--- src/rtl/controle_polinomio.sv ---
// rtl/controle_polinomio.sv - Horner-form sequencer for the polynomial datapath (muxes M0/M1/M2, R0/R1/R2, ULA).
// Moore outputs are registered from the next state so they follow the state without a combinational input path.
module controle_polinomio (
  input  logic       clk,
  input  logic       RST,
  input  logic       iniciar,
  input  logic [1:0] grau,
  input  logic       abortar,
  output logic [1:0] M0,
  output logic [1:0] M1,
  output logic [1:0] M2,
  output logic       LX,
  output logic       LH,
  output logic       LS,
  output logic       H,
  output logic       ocupado,
  output logic       pronto,
  output logic       erro,
  output logic [7:0] contagem
);

  typedef enum logic [3:0] {
    S_IDLE, S_LOADX, S_MUL1_EX, S_MUL1_WR, S_ADD1_EX, S_ADD1_WR,
    S_MUL2_EX, S_MUL2_WR, S_ADD2_EX, S_ADD2_WR, S_DONE
  } state_t;

  localparam logic [1:0] SEL_A = 2'd1;
  localparam logic [1:0] SEL_B = 2'd2;
  localparam logic [1:0] SEL_C = 2'd3;

  state_t     r_state;
  logic [1:0] r_grau;

  state_t     w_state_nxt;
  logic [1:0] w_grau_nxt;
  logic       w_erro_nxt;
  logic       w_cnt_inc;
  logic [1:0] w_m0, w_m1, w_m2;
  logic       w_lx, w_lh, w_ls, w_h;

  always_comb begin
    w_state_nxt = r_state;
    w_grau_nxt  = r_grau;
    w_erro_nxt  = 1'b0;
    w_cnt_inc   = 1'b0;
    if (r_state != S_IDLE && abortar) begin
      w_state_nxt = S_IDLE;
    end else begin
      case (r_state)
        S_IDLE: begin
          if (iniciar) begin
            if (grau == 2'b01 || grau == 2'b10) begin
              w_state_nxt = S_LOADX;
              w_grau_nxt  = grau;
            end else begin
              w_erro_nxt = 1'b1;
            end
          end
        end
        S_LOADX:   w_state_nxt = S_MUL1_EX;
        S_MUL1_EX: w_state_nxt = S_MUL1_WR;
        S_MUL1_WR: w_state_nxt = (r_grau == 2'b10) ? S_ADD1_EX : S_ADD2_EX;
        S_ADD1_EX: w_state_nxt = S_ADD1_WR;
        S_ADD1_WR: w_state_nxt = S_MUL2_EX;
        S_MUL2_EX: w_state_nxt = S_MUL2_WR;
        S_MUL2_WR: w_state_nxt = S_ADD2_EX;
        S_ADD2_EX: w_state_nxt = S_ADD2_WR;
        S_ADD2_WR: w_state_nxt = S_DONE;
        S_DONE: begin
          w_state_nxt = S_IDLE;
          w_cnt_inc   = 1'b1;
        end
        default:   w_state_nxt = S_IDLE;
      endcase
    end
  end

  // Output decode of the state being entered; EX and WR share selects, WR adds the load.
  always_comb begin
    w_m0 = 2'd0;
    w_m1 = 2'd0;
    w_m2 = 2'd0;
    w_lx = 1'b0;
    w_lh = 1'b0;
    w_ls = 1'b0;
    w_h  = 1'b0;
    case (w_state_nxt)
      S_LOADX: w_lx = 1'b1;
      S_MUL1_EX, S_MUL1_WR: begin
        w_m0 = (w_grau_nxt == 2'b10) ? SEL_A : SEL_B;
        w_h  = 1'b1;
        w_lh = (w_state_nxt == S_MUL1_WR);
      end
      S_ADD1_EX, S_ADD1_WR: begin
        w_m0 = SEL_B;
        w_m1 = 2'd2;
        w_m2 = 2'd1;
        w_lh = (w_state_nxt == S_ADD1_WR);
      end
      S_MUL2_EX, S_MUL2_WR: begin
        w_m1 = 2'd2;
        w_h  = 1'b1;
        w_lh = (w_state_nxt == S_MUL2_WR);
      end
      S_ADD2_EX, S_ADD2_WR: begin
        w_m0 = SEL_C;
        w_m1 = 2'd2;
        w_m2 = 2'd1;
        w_ls = (w_state_nxt == S_ADD2_WR);
      end
      default: ;
    endcase
  end

  always_ff @(posedge clk or negedge RST) begin
    if (!RST) begin
      r_state  <= S_IDLE;
      r_grau   <= 2'b00;
      M0       <= 2'd0;
      M1       <= 2'd0;
      M2       <= 2'd0;
      LX       <= 1'b0;
      LH       <= 1'b0;
      LS       <= 1'b0;
      H        <= 1'b0;
      ocupado  <= 1'b0;
      pronto   <= 1'b0;
      erro     <= 1'b0;
      contagem <= 8'd0;
    end else begin
      r_state <= w_state_nxt;
      r_grau  <= w_grau_nxt;
      M0      <= w_m0;
      M1      <= w_m1;
      M2      <= w_m2;
      LX      <= w_lx;
      LH      <= w_lh;
      LS      <= w_ls;
      H       <= w_h;
      ocupado <= (w_state_nxt != S_IDLE);
      pronto  <= (w_state_nxt == S_DONE);
      erro    <= w_erro_nxt;
      if (w_cnt_inc) contagem <= contagem + 8'd1;
    end
  end

endmodule

--- config.mk ---
export PLATFORM = sky130hd
export DESIGN_NAME = controle_polinomio
export DESIGN_NICKNAME = d
export VERILOG_FILES = /design/src/rtl/controle_polinomio.sv
export SDC_FILE = /design/constraint.sdc
export NUM_CORES = 1
export LEC_CHECK = 0
export BUFFER_PORTS_ARGS = -buffer_cell sky130_fd_sc_hd__buf_2
export CORE_ASPECT_RATIO = 1.4
export CORE_MARGIN = 10
export CORE_UTILIZATION = 40
export DETAILED_ROUTE_END_ITERATION = 8
export PLACE_DENSITY = 0.72
export SLEW_MARGIN = 0
export SYNTH_ARGS = -nofsm -noshare
export SYNTH_HDL_FRONTEND = slang
export SYNTH_SLANG_ARGS = --single-unit
--- constraint.sdc ---
create_clock -name clk -period 1.8 [get_ports clk]
set_clock_uncertainty 0.1 [all_clocks]
set_input_delay 0.36 -clock clk [delete_from_list [all_inputs] [get_ports clk]]
set_output_delay 0.36 -clock clk [all_outputs]
set_load 0.1 [all_outputs]
==> impl_summary.md <==
Outcome
The flow ran to the end, and the final reports show no timing, DRC or antenna violations.

Power
Overall power consumption after layout is estimated at 0.00216 W. The portion of total power attributed to the clock network is 0.152. Of the total power, registers draw 0.356.

The peak supply drop is 895 uV. Internal power comes to roughly 0.0011 W. The leakage component of the power is 0.668 nW. In this run the power spent charging and discharging nets is 0.00111 W. The switching share of power is 0.514.

The combinational fraction of design power is 0.492. For this design the ratio of total power to cell area is 1560 nW/um2.

Timing
Setup violations remaining at the end of the flow were counted as 0. The relative slew slack is 0.637. The final hold violation count was 0. The max-slew violation count is 0. Summed over all failing endpoints, the final setup total negative slack is 0 ns. The final critical-path required period is around 1.6 ns. The maximum clock frequency is roughly 610 MHz. Setup repair after global routing left no endpoint under its margin. The worst hold slack is 0.245 ns. The slew at the pin closest to its max-slew limit is about 0.55 ns. In the finished design, the share of the clock period the worst path needs comes to 0.913.

Clocking
Clock-pin slew was measured on the worst setup and hold paths at 0.08 ns. The post-CTS setup buffer count is 0. The maximum root-to-sink buffer count is 2. The root buffer cell chosen for the clock tree is clkbuf_8. After clock tree synthesis, the repair step resized 0 gates.

The number of clock sinks seen by CTS is 25. The latest clock arrival within the worst-skew pair is ~0.27 ns. The number of buffers inserted during clock tree synthesis is 3. CTS built an H-tree with a depth of 1. The clock tree from TritonCTS is built.

Global routing
The maximum number of pins on one net before global-route repair is 26. The number of global-route vias before repair was 871. The remaining global-route overflow is 0. The overall global routing resource usage is 0.0898.

The initial antenna violation count is 0. The global-route wire length before repair is roughly 4000 um.

Critical path
In this run the critical register-to-register path is launched from r_state[2]. Among all stages on the critical path, the largest delay is contributed by dfrtp_1. At the worst endpoint, the arrival time is 1.71 ns. The worst setup path is captured at a flip-flop.

The number of buffer and inverter stages on the critical path is 0. Setup slack on the worst reg-to-reg path comes out at roughly 0.16 ns. For this run, the slowest stage of the critical path takes around 0.5 ns. In this run the worst path has a maximum fanout of 10.

Measured in cells, the most critical reg-to-reg path has a length of 3. The capturing point of the worst reg2reg path is contagem[1]. The worst setup path is launched from a flip-flop. The critical path starts at r_state[2]. The critical path start-end classification is reg2reg.

The critical path crosses 3 cells after its start point. The most critical setup path has its endpoint at contagem[1]. Broken down by cell family, the worst path's largest delay share belongs to simple AND/OR/NAND/NOR gates. Traced cell by cell, the critical path runs through nand2b_4, nor3_2, mux2_2.

The worst endpoint required time is about 1.9 ns.

Floorplanning
The count of standard-cell rows is 23. For this configuration, the core starts out at a cell density of 0.416. In this run the standard cell core region covers ~2900 um2. The height of the die is 84.7 um. The number of primary I/O pins is 27. The floorplan step set the die width to 66.2 um. The die covers 5610 um2.

Finish
The leading cell type in the layout, fill and taps excluded is buf_2. Summing all multi-input logic gate instances after layout gives between 500 and 600 um2. The area growth from synthesis to layout is 15.6%. For this run, the share of the core covered by cells in the final layout is 0.481. The filler cell count is between 200 and 300.

Across the whole layout, storage elements account for 629 um2. The final instance count without filler cells is 170. The net total in the final layout is 141.

The antenna diode count is 0. In the final layout, the share of cells above drive strength 1 is 0.316. The top cell types in the final layout, fill and taps aside, are 24 x buf_2, 22 x dfrtp_1, 8 x nor2_1.

Flow run
Across the run, the number of max-cap violations was 0.

Logic synthesis
During synthesis, Yosys emitted a total of 0 warnings. The dominant combinational cell family by area after synthesis is simple AND/OR/NAND/NOR gates. The share of synthesized area spent on multiplexers is 0.00940. Of the total synthesized cell area, the portion taken by AND, OR, NAND and NOR gates is 0.205. The count of unique library cells instantiated by Yosys is 40. The sequential area share after synthesis is 0.522.

In this run, synthesis inferred 0 flip-flops with an integrated enable. The synthesized-area fraction occupied by xor and xnor cells is 0.0731. The share of the synthesized area in compound gates (AO/OA/AOI/OAI) is 0.121. In the synthesized netlist the dominant register cell turns out to be dfrtp_1. A synthesized cell averages 11.1 um2. The area share of fa/ha/maj cells after synthesis is 0.0104. In this run the cell area of the synthesized design comes to 1200 um2. After technology mapping, the gate count stands at 108. Synthesis inferred 25 register bits. After synthesis, the share of flip-flops with an asynchronous set or reset is 1.00.

Place
The count of input and output buffers is 24. The number of placed instances, taps included, is 165. At the end of routability-driven placement, the weighted congestion stood at about 0.8.

The sum of net half-perimeters after detailed placement is 1860 um.

Detailed routing
The routed wire length per instance is ~14 um. The number of iterations in the first detailed-routing pass is 4. The total number of vias is 874. The count of nets left with antenna violations once routing finished came out at 0. The number of design rule violations left after detail routing is 0. For this block, the initial DRC count from the detailed router was 46. Summed over all layers, the routed wires come to 2440 um. After detailed routing, the number of vias per cell comes to 5.14.

Min path
The class of the most critical hold timing path is in2reg.
-- final cells by class --
type / count / area share
repair buffers: 27 / 0.105
well taps: 37 / 0.0335
clock buffers: 3 / 0.0298
multi-input cells: 75 / 0.368
clock inverters: 1 / 0.00362
flip-flops and latches: 25 / 0.455
inverters: 2 / 0.00542
-- logic make-up (layout without fill, tap and decap cells) --
logic type | Yosys count | in the layout
XOR/XNOR | 10 | 10
buffers and inverters | 9 | 33
AND/OR/NAND/NOR | 39 | 39
other | 1 | 2
AO/OA/AOI/OAI | 22 | 22
multiplexers | 1 | 1
adder cells (fa/ha/maj) | 1 | 1
flip-flops | 25 | 25
-- stage by stage --
step	area (um2)	setup WS, ns
after floorplan	1200	0.0483
after detailed placement	1330	0.172
final	1380	0.156
after global placement	1330	0.204
after global routing	1380	0.0390
after CTS	1380	0.155
-- cell usage after synthesis (2+ instances only) --
cell type | count | area share
nand2_1 | 5 | 0.016
nor3_1 | 3 | 0.013
nand3_1 | 3 | 0.013
inv_1 | 2 | 0.0063
nor2_1 | 8 | 0.025
buf_4 | 2 | 0.013
xor2_1 | 4 | 0.029
xnor2_1 | 6 | 0.044
a21o_1 | 2 | 0.013
buf_6 | 3 | 0.028
nor3b_1 | 2 | 0.013
o21ai_0 | 4 | 0.017
and3_1 | 2 | 0.010
a21oi_1 | 6 | 0.025
o31ai_1 | 2 | 0.013
o21bai_1 | 2 | 0.013
nand2b_1 | 2 | 0.010
or3_1 | 2 | 0.010
nand4_1 | 2 | 0.010
dfrtp_1 | 25 | 0.52
buf_2 | 2 | 0.0084
-- power groups by stage --
stage	combinational (W)	sequential (W)	clock (W)
2_1_floorplan	0.000376	0.00130	0
3_3_place_gp	0.00106	0.000769	0
3_5_place_dp	0.00106	0.000779	0
4_1_cts	0.00107	0.000768	0.000341
5_1_grt	0.00113	0.000784	0.000359
6_report	0.00106	0.000768	0.000328
-- sequential cells by signal, summed over array words and instances, names as in the netlist, 2 cells and up --
signal and cells:
contagem 8, r_state 4, M0 2, r_grau 2
-- what timing repair did --
item                                    4_1_cts  5_1_grt
hold buffers                                  1        0
endpoints found under the hold margin        25        0
endpoints found under the setup margin        0        0
-- worst min path at each step --
stage | start | end | slack, ns | depth (start not counted)
2_1_floorplan | RST | H | -0.04 | 0
3_3_place_gp | RST | contagem[7] | 0.27 | 1
3_5_place_dp | RST | contagem[6] | 0.28 | 1
4_1_cts | grau[1] | r_grau[0] | 0.23 | 2
5_1_grt | grau[1] | r_grau[1] | 0.25 | 2
6_report | grau[1] | r_grau[0] | 0.24 | 2
-- per-layer routing --
metal  share of wire  global-route usage  up-vias
met5               0                   0        -
met4           0.021              0.0516        0
met3           0.079              0.0253        5
met2            0.49               0.146       28
met1            0.41               0.101      418
li1                -                   -      423
(Power assumes the default switching activity.)
